## src/rtl/dino_pkg.sv

```systemverilog
// Shared definitions for the dino game pipeline: game state encoding, speed
// divisor width and the BCD score helpers used by speed_ctrl and the layers.
package dino_pkg;

  typedef enum logic [1:0] {
    IDLE = 2'd0,
    RUN  = 2'd1,
    OVER = 2'd2
  } game_state_t;

  localparam int SPEED_W = 21;
  localparam logic [SPEED_W-1:0] SPEED_STALL = 21'h1FFFFF;
  localparam int SCORE_DIGITS = 4;
  localparam int SCORE_W = 4 * SCORE_DIGITS;

  // Ripple a +1 through the BCD digits, least significant first.
  function automatic logic [SCORE_W-1:0] bcd_inc(input logic [SCORE_W-1:0] v);
    logic [SCORE_W-1:0] r;
    logic carry;
    r     = v;
    carry = 1'b1;
    for (int d = 0; d < SCORE_DIGITS; d++) begin
      if (carry) begin
        if (v[d*4 +: 4] == 4'd9) begin
          r[d*4 +: 4] = 4'd0;
        end else begin
          r[d*4 +: 4] = v[d*4 +: 4] + 4'd1;
          carry       = 1'b0;
        end
      end
    end
    return r;
  endfunction

endpackage

```

## src/rtl/bcd_counter4.sv

```systemverilog
// Four-digit BCD score counter: synchronous clear, increment, and hold at 9999.
// hundreds_wrap flags that the next increment lands on a multiple of 100.
module bcd_counter4
  import dino_pkg::*;
(
  input  logic               clk,
  input  logic               rstn,
  input  logic               clr,
  input  logic               inc,
  output logic [SCORE_W-1:0] value,
  output logic               hundreds_wrap,
  output logic               saturated
);

  assign saturated     = (value == 16'h9999);
  assign hundreds_wrap = (value[7:0] == 8'h99) && !saturated;

  // NOTE: sequential state is assigned with <= so every register samples the
  // pre-edge values of the others; blocking here would create ordering races.
  always_ff @(posedge clk) begin
    if (rstn) begin
      value <= '0;
    end else if (clr) begin
      value <= '0;
    end else if (inc && !saturated) begin
      value <= bcd_inc(value);
    end
  end

endmodule

```

## src/rtl/speed_ctrl.sv

```systemverilog
// Game-pace controller: IDLE/RUN/OVER FSM, BCD score and the scroll divisor.
// Define SPEED_CTRL_HISCORE_EN to keep a best-score register on hiscore.
module speed_ctrl
  import dino_pkg::*;
#(
  parameter logic [SPEED_W-1:0] INIT_SPEED   = 21'd400000,
  parameter logic [SPEED_W-1:0] MIN_SPEED    = 21'd150000,
  parameter logic [SPEED_W-1:0] SPEED_STEP   = 21'd10000,
  parameter logic [23:0]        SCORE_PERIOD = 24'd10000000
) (
  input  logic               clk,
  input  logic               rstn,
  input  logic               start,
  input  logic               collide,
  output logic [SPEED_W-1:0] speed,
  output logic               running,
  output logic               game_over,
  output logic [SCORE_W-1:0] score,
  output logic [SCORE_W-1:0] hiscore,
  output logic               score_tick
);

  game_state_t        state, state_nxt;
  logic               start_q;
  logic               start_edge;
  logic [23:0]        period_cnt, period_cnt_nxt;
  logic [SPEED_W-1:0] speed_reg, speed_reg_nxt, speed_dec;
  logic [SPEED_W:0]   speed_diff;
  logic               score_clr, score_inc, tick_nxt;
  logic               hundreds_wrap, saturated;

  assign start_edge = start && !start_q;

  // One extra bit catches the borrow when the step exceeds the current divisor.
  assign speed_diff = {1'b0, speed_reg} - {1'b0, SPEED_STEP};
  assign speed_dec  = (speed_diff[SPEED_W] || (speed_diff[SPEED_W-1:0] < MIN_SPEED))
                    ? MIN_SPEED : speed_diff[SPEED_W-1:0];

  bcd_counter4 u_score (
    .clk          (clk),
    .rstn         (rstn),
    .clr          (score_clr),
    .inc          (score_inc),
    .value        (score),
    .hundreds_wrap(hundreds_wrap),
    .saturated    (saturated)
  );

  always_ff @(posedge clk) begin
    if (rstn) state <= IDLE;
    else      state <= state_nxt;
  end

  // NOTE: every output of this block gets a default first, so no path leaves
  // a signal unassigned and no latch is inferred.
  always_comb begin
    state_nxt      = state;
    period_cnt_nxt = period_cnt;
    speed_reg_nxt  = speed_reg;
    score_clr      = 1'b0;
    score_inc      = 1'b0;
    tick_nxt       = 1'b0;
    case (state)
      IDLE, OVER: begin
        if (start_edge) begin
          state_nxt      = RUN;
          score_clr      = 1'b1;
          period_cnt_nxt = '0;
          speed_reg_nxt  = INIT_SPEED;
        end
      end
      RUN: begin
        // A collision pre-empts any score-period wrap in the same cycle.
        if (collide) begin
          state_nxt = OVER;
        end else if (period_cnt == SCORE_PERIOD - 24'd1) begin
          period_cnt_nxt = '0;
          if (!saturated) begin
            score_inc = 1'b1;
            tick_nxt  = 1'b1;
            if (hundreds_wrap) speed_reg_nxt = speed_dec;
          end
        end else begin
          period_cnt_nxt = period_cnt + 24'd1;
        end
      end
      default: state_nxt = IDLE;
    endcase
  end

  always_ff @(posedge clk) begin
    if (rstn) begin
      start_q    <= 1'b0;
      period_cnt <= '0;
      speed_reg  <= INIT_SPEED;
      score_tick <= 1'b0;
      speed      <= SPEED_STALL;
      running    <= 1'b0;
      game_over  <= 1'b0;
    end else begin
      start_q    <= start;
      period_cnt <= period_cnt_nxt;
      speed_reg  <= speed_reg_nxt;
      score_tick <= tick_nxt;
      speed      <= (state_nxt == RUN) ? speed_reg_nxt : SPEED_STALL;
      running    <= (state_nxt == RUN);
      game_over  <= (state_nxt == OVER);
    end
  end

`ifdef SPEED_CTRL_HISCORE_EN
  logic [SCORE_W-1:0] hiscore_q;

  // Score is frozen on the collide cycle, so it can be compared directly.
  always_ff @(posedge clk) begin
    if (rstn) begin
      hiscore_q <= '0;
    end else if (state == RUN && state_nxt == OVER && score > hiscore_q) begin
      hiscore_q <= score;
    end
  end

  assign hiscore = hiscore_q;
`else
  assign hiscore = '0;
`endif

endmodule

```

## config.mk

```make
export PLATFORM = sky130hd
export DESIGN_NAME = speed_ctrl
export DESIGN_NICKNAME = d
export VERILOG_FILES = /design/src/rtl/dino_pkg.sv /design/src/rtl/bcd_counter4.sv /design/src/rtl/speed_ctrl.sv
export SDC_FILE = /design/constraint.sdc
export NUM_CORES = 1
export LEC_CHECK = 0
export ABC_AREA = 1
export ABC_CLOCK_PERIOD_IN_PS = 2850
export BUFFER_PORTS_ARGS = -buffer_cell sky130_fd_sc_hd__buf_2
export CORE_ASPECT_RATIO = 1.5
export CORE_MARGIN = 5
export CORE_UTILIZATION = 60
export CTS_BUF_LIST = sky130_fd_sc_hd__clkbuf_2
export CTS_CLUSTER_SIZE = 40
export DETAILED_ROUTE_END_ITERATION = 16
export PLACE_DENSITY = 0.82
export RECOVER_POWER = 50
export SYNTH_ARGS = -nofsm -noshare
export SYNTH_HDL_FRONTEND = slang
export SYNTH_HIERARCHICAL = 1
export SYNTH_SLANG_ARGS = --single-unit
```

## constraint.sdc

```tcl
create_clock -name clk -period 2.85 [get_ports clk]
set_input_delay 0.4275 -clock clk [delete_from_list [all_inputs] [get_ports clk]]
set_output_delay 0.4275 -clock clk [all_outputs]
set_load 0.02 [all_outputs]
```

# Word level (Yosys, flattened, before mapping)
# Cells that the tools add are included.
# W data, S select, Z words.
[op_classes]
reduce_logical = 15
bitwise_logic = 1
muxes = 38
n_lt_le_gt_ge = 1
addsub = 6
n_eq_ne = 13
[ops]
columns = ["cell", "n"]
rows = [
  ["$mux W21", 6],
  ["$mux W24", 3],
  ["$pmux W24 S2", 1],
  ["$pmux W21 S2", 1],
  ["$add A24 B1 Y24 const B", 1],
  ["$eq A24 B24 Y1 const B", 1],
  ["$sub A21 B14 Y22 const B", 1],
  ["$lt A21 B18 Y1 const B", 1],
  ["$mux W1", 20],
  ["$add A4 B1 Y4 const B", 4],
  ["$eq A16 B16 Y1 const B", 1],
  ["$eq A4 B4 Y1 const B", 4],
  ["$mux W4", 4],
  ["$eq A8 B8 Y1 const B", 1],
  ["$reduce_and A2 Y1", 3],
  ["$reduce_or A2 Y1", 3],
  ["$eq A2 B1 Y1 const B", 2],
  ["$eq A2 B2 Y1 const B", 2],
  ["$mux W2", 2],
  ["$ne A2 B2 Y1 const B", 2],
  ["$pmux W2 S2", 1],
  ["$logic_and A1 B1 Y1", 3],
  ["$reduce_and A3 Y1", 1],
  ["$logic_not A1 Y1", 2],
  ["4 further kinds", 4],
]
[word_totals]
register_bits = 88
output_inout_bits = 56
elab_cells = 86
in_bits = 4

# Logic depth before layout (Yosys ltp)
# Gate-level depths: netlist of the first run.
[logic_depth]
ltp_word = 18
mapped_depth = 20

# Modules after synthesis
# Netlist of the first run, hierarchy kept.
[modules_own_cells]
columns = ["mod", "n_inst", "cells_per_inst", "area_per_inst_um2"]
rows = [
  ["speed_ctrl", 1, 545, 3713.6],
  ["bcd_counter4", 1, 150, 959.7],
]

# Worst setup path after synthesis of the first run
# No wires, ideal clock.
[synth_path]
path_kind = "reg-to-reg"
start = "register u_score.value[2]"
end = "register u_score.value[9]"
stages_incl_launch_ff = 12
arrival_time_ns = 2.226
path_buffers = 2
slack_ns = 0.501
setup_ns = 0.123
path_cell_list = "dfxtp_1 > nor2_1 > nand2_2 > nor2_8 > nand2_2 > buf_6 > inv_1 > nor3_1 > clkbuf_1 > nand3_1 > nand2_1 > a21oi_1"
[synth_via]
elab_cells_between_ends = 17
cone_classes = "eq/ne: 2; mux: 12; reduce/logical: 3"
[synth_lines]
columns = ["element", "line", "text"]
rows = [
  ["from (decl)", "bcd_counter4.sv:10", "output logic [SCORE_W-1:0] value,"],
  ["from (signal assigned)", "bcd_counter4.sv:26", "value <= bcd_inc(value);"],
  ["$eq A16 B16 Y1", "bcd_counter4.sv:15", "assign saturated = (value == 16'h9999);"],
  ["named net saturated", "speed_ctrl.sv:30", "logic hundreds_wrap, saturated;"],
  ["$mux W1", "speed_ctrl.sv:78", "if (!saturated) begin"],
  ["$mux W1", "speed_ctrl.sv:76", "end else if (period_cnt == SCORE_PERIOD - 24'd1) begin"],
  ["$mux W1", "speed_ctrl.sv:74", "if (collide) begin"],
  ["$mux W1", "speed_ctrl.sv:63", "case (state)"],
  ["named net score_inc", "speed_ctrl.sv:29", "logic score_clr, score_inc, tick_nxt;"],
  ["$logic_and A1 B1 Y1", "bcd_counter4.sv:25", "end else if (inc && !saturated) begin"],
  ["$reduce_and A2 Y1 (no source line)", "n/a", ""],
]
# The timed path passes the listed nets, and every way through them passes these cells. The select of a mux whose other input is x is not followed.
# A chain may end at the register's enable or synchronous reset.

# Final worst setup path of the first run
[layout_path]
start = "register u_score.value[3]"
end = "register speed_reg[9]"
[layout_via]
elab_chain_cells = 8
elab_cells_between_ends = 9
cone_classes = "eq/ne: 2; mux: 5; reduce/logical: 2"
[layout_rtl]
columns = ["element", "line", "text"]
rows = [
  ["$eq A16 B16 Y1", "bcd_counter4.sv:15", ""],
  ["$logic_not A1 Y1", "bcd_counter4.sv:16", "assign hundreds_wrap = (value[7:0] == 8'h99) && !saturated;"],
  ["$logic_and A1 B1 Y1 (*)", "bcd_counter4.sv:16", ""],
  ["named net hundreds_wrap", "speed_ctrl.sv:30", ""],
  ["$mux W21 (*)", "speed_ctrl.sv:81", "if (hundreds_wrap) speed_reg_nxt = speed_dec;"],
  ["$mux W21 (*)", "speed_ctrl.sv:78", ""],
  ["$mux W21 (*)", "speed_ctrl.sv:76", ""],
  ["$mux W21 (*)", "speed_ctrl.sv:74", ""],
  ["$pmux W21 S2 (*)", "speed_ctrl.sv:63", ""],
  ["to (signal assigned)", "speed_ctrl.sv:103", "speed_reg <= speed_reg_nxt;"],
  ["to (decl)", "speed_ctrl.sv:27", "logic [SPEED_W-1:0] speed_reg, speed_reg_nxt, speed_dec;"],
]
# The timed path passes the listed nets; every way through them passes the cells marked *.

==> results of run 1 <==
[cell usage after synthesis (2+ instances only)]
cell type / number
nand2_1: 176
dfxtp_1: 88
nor2_1: 79
inv_1: 73
a21oi_1: 52
nand3_1: 46
o21ai_0: 23
nand4_1: 18
nor3_1: 17
buf_4: 16
inv_2: 13
nor2_2: 11
clkbuf_1: 10
xor2_1: 10
o21ai_1: 9
nand2_2: 7
a22oi_1: 5
buf_2: 5
a31oi_1: 4
nand3_2: 4
clkinv_1: 2
ha_1: 2
nand2_4: 2
nand4_2: 2
nor3_2: 2
o21a_1: 2
o21bai_1: 2
o221a_2: 2
[per-layer routing]
layer	vias up	share of wire (%)	wire length (µm)	track usage, %
met2	149	54	6020	42.8
met1	2141	37	4170	24.9
met3	42	5.0	560	5.21
met5	-	0	0	0
li1	2291	-	-	-
met4	0	3.8	420	12.7
[worst max-delay path by stage]
stage | startpoint | end | slack, ps | depth (start not counted)
3_3_place_gp | u_score/value[2]$_SDFFE_PP0P_ | speed_reg[9]$_SDFF_PP1_ | 370 | 13
5_1_grt | period_cnt[0]$_SDFFE_PP0P_ | period_cnt[7]$_SDFFE_PP0P_ | 130 | 13
2_1_floorplan | u_score/value[2]$_SDFFE_PP0P_ | u_score/value[9]$_SDFFE_PP0P_ | 500 | 11
6_report | u_score/value[3]$_SDFFE_PP0P_ | speed_reg[9]$_SDFF_PP1_ | 290 | 13
4_1_cts | u_score/value[2]$_SDFFE_PP0P_ | speed_reg[9]$_SDFF_PP1_ | 360 | 13
3_5_place_dp | u_score/value[2]$_SDFFE_PP0P_ | speed_reg[9]$_SDFF_PP1_ | 420 | 13
[layout make-up]
type / instances / area share [%]
tap: 102 / 2.58
timing repair buffer: 50 / 4.24
clock inverter: 7 / 1.31
clock buffer: 9 / 0.910
multi-input combinational: 501 / 48.7
inverter: 88 / 6.67
sequential: 88 / 35.6
[through the flow]
step	worst slack (ps)	total power, µW
after floorplan	501	1470
after global placement	367	1520
after detailed placement	422	1530
after CTS	359	2130
after global routing	131	2200
final	289	2100
[kinds of logic (layout without fill, tap and decap cells)]
kind of cell,after synthesis,after routing,synth area share (%)
buffers and inverters,121,154,11.3
other,1,16,0.0802
adder cells (fa/ha/maj),2,2,0.535
flip-flops,88,88,37.7
AO/OA/AOI/OAI,103,103,12.4
AND/OR/NAND/NOR,369,369,35.9
XOR/XNOR,11,11,2.06
[worst register-to-register path, cell delays in order (launching register included)]
cell and delay, ps:
dfxtp_1 420, inv_1 90, nor2_1 170, nand2_2 140
nor3_1 240, inv_1 120, nor2_1 100, inv_1 70
nor3_2 400, inv_2 230, a21oi_1 200, o21ai_1 150
nand2_1 100, nand2_1 50
[power by group]
| part | leakage, µW | internal, µW | switching, µW |
|---|---|---|---|
| clock network | 0.0000665 | 136 | 470 |
| registers | 0.000714 | 1260 | 12.6 |
| logic | 0.00122 | 52.7 | 172 |
| total | 0.00200 | 1450 | 655 |
==> flow_summary_export.csv, run 1 <==
group,metric,value,unit
critical_path,cp.arrival,3050,ps
cells_and_area,layout-drive-gt1-share,8.75,%
route,drt_iter0_markers,388,
critical_path,cpMostUsedCell,"inv_1",
critical_path,reg2reg_depth,13,
global_route,grtUsageTotal,23.9,%
critical_path,r2r_end,"speed_reg[9]$_SDFF_PP1_",
sta,final.setup.tns,0,ps
min_path,hold_depth,3,
synthesis,netlist_area,0.00467,mm²
critical_path,start_kind,"flop",
cells_and_area,layout.nets,744,
clocking,cts.sinks,88,
sta,period_minus_slack,2560,ps
critical_path,slowest_delay,420,ps
sta,slew_violations,32,
route,wl,11200,µm
floorplan,die_y,118,µm
cells_and_area,seqCellArea,0.00176,mm²
critical_path,endpoint_kind,"flop",
cells_and_area,fillCellCount,732,
synthesis,synth.area.top_cells,"dfxtp_1, nand2_1, nor2_1, inv_1, a21oi_1",
min_path,min-delay-start,"start",
pwr,ir_drop,0.399,mV
critical_path,crit_buf_inv,4,
route,antenna_left,0,
floorplan,ios,60,
sta,setup-violations-final,0,
route,via_per_inst,5.47,
place,placed_area,0.00493,mm²
critical_path,worstPathRequired,3340,ps
synthesis,yosysTopAreaCellShare,37.7,%
critical_path,reg2reg_slack,290,ps
synthesis,postSynthCellCount,695,
global_route,grt_max_degree,32,
floorplan,rows,39,
synthesis,ys_seq_area_share,37.7,%
global_route,grt_pass1_vias,4357,
sta,hold_ws,62.4,ps
synthesis,yosysTopAreaCell,"dfxtp_1",
clocking,cts_made_buffers,9,
clocking,cts_root_buffer,"clkbuf_2",
sta,hold_violations,0,
job,maxCapViolations,1,
cells_and_area,synthToLayoutAreaGrowth,5.97,%
cells_and_area,finalNonFillerCells,845,
cells_and_area,insertedDiodeCount,0,
pwr,cellLeakagePower,0.00200,µW
route,drc,0,
sta,slew_headroom,-1.45,%
cells_and_area,final_area,0.00495,mm²
global_route,antenna_found_initial,0,
cells_and_area,final_common_cell,"nand2_1",
min_path,whs_endpoint,"start_q$_SDFF_PP0_",
critical_path,slowest_stage,"dfxtp_1",
route,firstDrtPassIters,5,
route,vias,4623,
place,port_buffers,43,
synthesis,synth_cell_types,41,
floorplan,start_util,61.4,%
clocking,cts_tree,"yes",
place,dp_hpwl,8500,µm
clocking,clk_latency,580,ps
cells_and_area,largest_reg_flops,42,
route,wl_per_cell,13.2,µm
clocking,hold_buffers,0,
synthesis,synth_edf_count,0,
sta,worst_pin_slew,1520,ps
clocking,postCtsSetupBuffers,0,
global_route,grt-ovfl-total,0,
floorplan,design.core.area,0.00761,mm²
sta,clock_skew,23.9,ps
critical_path,path_max_fanout,14,
floorplan,die_x,82.1,µm
clocking,cts_resized,0,
critical_path,r2r-start,"u_score/value[3]$_SDFFE_PP0P_",
cells_and_area,utilization,65.1,%
outcome,failed_checks,"capacitance limit, slew limit",
outcome,status,"finished with violations",
synthesis,ys_seq_elements,88,
floorplan,die-area,0.00969,mm²
synthesis,async_flop_share,0,%
critical_path,crit_type,"reg2reg",
clocking,clk_pin_slew,260,ps
clocking,clk_path_buf_depth,2,
global_route,grt_pass1_wl,18500,µm
sta,rsz0062_at_grt,"false",
critical_path,crit_family,"simple AND/OR/NAND/NOR gates",
pwr,powerDensity,425,mW/mm²
sta,clock.fmax,0.390,GHz
cells_and_area,layout_common_cells,"nand2_1, dfxtp_1, nor2_1, inv_1, a21oi_1",
synthesis,synth_warnings,6,
min_path,hold_class,"in2reg",
sta,period_share,89.9,%
synthesis,synth_area_per_cell,6.72,µm²
synthesis,synth_flop_cell,"dfxtp_1",
place,dp_cells,829,
place,gp_congestion,0.913,
clocking,htree_levels,3,
critical_path,path_cells,"inv_1, nor2_1, nand2_2, nor3_1, inv_1, nor2_1, inv_1, nor3_2, inv_2, a21oi_1, o21ai_1, nand2_1, nand2_1",
cells_and_area,multiInputGateArea,0.00241,mm²
Note: power is estimated with default switching activity, not from simulation.
==> run 2: changes to the inputs <==
--- a/config.mk
+++ b/config.mk
@@ -6,15 +6,15 @@
 export NUM_CORES = 1
 export LEC_CHECK = 0
 export ABC_AREA = 1
-export ABC_CLOCK_PERIOD_IN_PS = 2850
+export ABC_CLOCK_PERIOD_IN_PS = 3200
 export BUFFER_PORTS_ARGS = -buffer_cell sky130_fd_sc_hd__buf_2
 export CORE_ASPECT_RATIO = 1.5
 export CORE_MARGIN = 5
-export CORE_UTILIZATION = 60
+export CORE_UTILIZATION = 65
 export CTS_BUF_LIST = sky130_fd_sc_hd__clkbuf_2
 export CTS_CLUSTER_SIZE = 40
 export DETAILED_ROUTE_END_ITERATION = 16
-export PLACE_DENSITY = 0.82
+export PLACE_DENSITY = 0.88
 export RECOVER_POWER = 50
 export SYNTH_ARGS = -nofsm -noshare
 export SYNTH_HDL_FRONTEND = slang
==> constraint.sdc (replaced) <==
create_clock -name clk -period 3.2 [get_ports clk]
set_input_delay 0.48 -clock clk [delete_from_list [all_inputs] [get_ports clk]]
set_output_delay 0.48 -clock clk [all_outputs]
set_load 0.02 [all_outputs]
==> run 2 against run 1 <==
Against the previous run:
- worst hold slack gained 5.6 ps
- flip-flop and latch count is the same
- critical path depth is the same
- largest power group unchanged
- clock power shrank 7.8%
- cell count shrank 2.7%
- largest cell class unchanged
- design area shrank 0.53%
- clock-buffer cell count is the same
- sequential power shrank 11%
- register-to-register slack gained 210 ps
- the run ends with capacitance limit left
- first-iteration DRC count grew 10%
- via count grew 1.8%
==> flow_summary_export.csv, run 2 (same netlist as run 1, synthesis figures left out) <==
group,metric,value,unit
sta,worst_slack,494,ps
critical_path,cp-startpoint,"period_cnt[0]$_SDFFE_PP0P_",
cells_and_area,utilization,69.1,%
clocking,cts_resized,0,
cells_and_area,layout-drive-gt1-share,8.63,%
route,vias,4704,
clocking,postCtsSetupBuffers,0,
min_path,hold_class,"in2reg",
cells_and_area,final_common_cell,"nand2_1",
clocking,htree_levels,3,
sta,setup-violations-final,0,
route,antenna_left,0,
sta,period_minus_slack,2710,ps
outcome,failed_checks,"capacitance limit",
job,maxCapViolations,1,
sta,worst_pin_slew,1500,ps
sta,slew_violations,0,
outcome,status,"finished with violations",
pwr,powerDensity,384,mW/mm²
global_route,grt_util_met3,5.85,%
global_route,grt-ovfl-total,0,
route,drt_iter0_markers,428,
sta,slew_headroom,0.268,%
global_route,top_usage_layer,"met2",
pwr,ir_drop,0.268,mV
global_route,antenna_found_initial,0,
global_route,use_met1,25.0,%
cells_and_area,insertedDiodeCount,0,
critical_path,crit_type,"reg2reg",
sta,clock_skew,42.1,ps
clocking,cts.sinks,88,
clocking,cts_root_buffer,"clkbuf_2",
clocking,hold_buffers,0,
floorplan,die-area,0.00902,mm²
clocking,cts_tree,"yes",
sta,hold_ws,68.0,ps
clocking,cts_made_buffers,9,
floorplan,rows,38,
clocking,clk_latency,620,ps
sta,rsz0062_at_grt,"false",
min_path,min-delay-start,"start",
floorplan,die_x,79.2,µm
cells_and_area,largest_reg_flops,42,
clocking,clk_pin_slew,250,ps
place,port_buffers,43,
pwr,cellLeakagePower,0.00200,µW
sta,final.setup.tns,0,ps
global_route,grt_pass1_wl,18900,µm
cells_and_area,synthToLayoutAreaGrowth,5.41,%
global_route,grt_max_degree,32,
route,wl_per_cell,13.8,µm
clocking,clk_path_buf_depth,2,
place,dp_hpwl,8620,µm
pwr,total_power,1890,µW
global_route,grt_use_met2,47.1,%
critical_path,cp.arrival,3220,ps
global_route,grtUsageTotal,25.7,%
sta,hold_violations,0,
route,firstDrtPassIters,5,
critical_path,start_kind,"flop",
critical_path,path_max_fanout,8,
critical_path,reg2reg_slack,490,ps
floorplan,design.core.area,0.00713,mm²
critical_path,worstPathRequired,3710,ps
floorplan,ios,60,
critical_path,endpoint_kind,"flop",
floorplan,die_y,114,µm
place,dp_slack,609,ps
critical_path,r2r-start,"period_cnt[0]$_SDFFE_PP0P_",
place,gp_congestion,0.958,
route,wl,11300,µm
sta,period_share,84.5,%
route,drc,0,
sta,clock.fmax,0.370,GHz
global_route,grt_pass1_vias,4531,
cells_and_area,layout.nets,743,
route,via_per_inst,5.72,
cells_and_area,layout_common_cells,"nand2_1, dfxtp_1, nor2_1, inv_1, a21oi_1",
floorplan,start_util,65.5,%
==> run 2: changes by cell type in the layout (fill, tap and decap cells not counted) <==
cell        before  now
clkinv_4         3    0
clkbuf_2        10    9
clkinv_8         0    1
clkinvlp_4       1    2
inv_6            1    2
==> run 2: cell type report <==
type | count | area, µm²
multi-input combinational | 501 | 2410
fill | 639 | 2210
sequential | 88 | 1760
inverter | 88 | 330
timing repair buffer | 49 | 205
tap | 80 | 100
clock inverter | 7 | 71.3
clock buffer | 9 | 45.0
==> run 2: path summary, 6_finish.rpt <==
path,cells past startpoint,endpoint
min,3,start_q$_SDFF_PP0_
max reg2reg,13,period_cnt[7]$_SDFFE_PP0P_
max,13,period_cnt[7]$_SDFFE_PP0P_
min reg2reg,2,speed_reg[3]$_SDFF_PP0_
==> run 2: worst max-delay path, cell delays in order (launching register included) <==
cell	delay, ps
dfxtp_1	450
ha_1	190
inv_1	60
nor3_1	260
nand2_1	90
inv_1	160
nand3_1	260
nand2_1	240
inv_1	120
nor2_1	260
nor2_1	90
inv_1	270
a21oi_1	70
o21a_1	110
==> run 2: stage by stage <==
stage | cells | cell area [µm²]
floorplan | 710 | 4730
global route | 822 | 4930
detailed placement | 806 | 4900
CTS | 822 | 5010
finish | 822 | 4930
global placement | 806 | 4900
==> run 2: layer usage <==
metal	vias to the layer above	routed length (µm)	part of all wire (%)
met1	2175	4180	37
met2	178	6080	54
met4	0	502	4.4
met5	-	0	0
li1	2301	-	-
met3	50	566	5.0
==> run 2: power by group <==
| group | leakage, µW | internal, µW | switching [µW] | total (µW) |
|---|---|---|---|---|
| sequential | 0.000714 | 1120 | 11.1 | 1130 |
| clock | 0.0000657 | 125 | 433 | 559 |
| combinational | 0.00122 | 46.4 | 155 | 201 |
| total | 0.00200 | 1290 | 599 | 1890 |
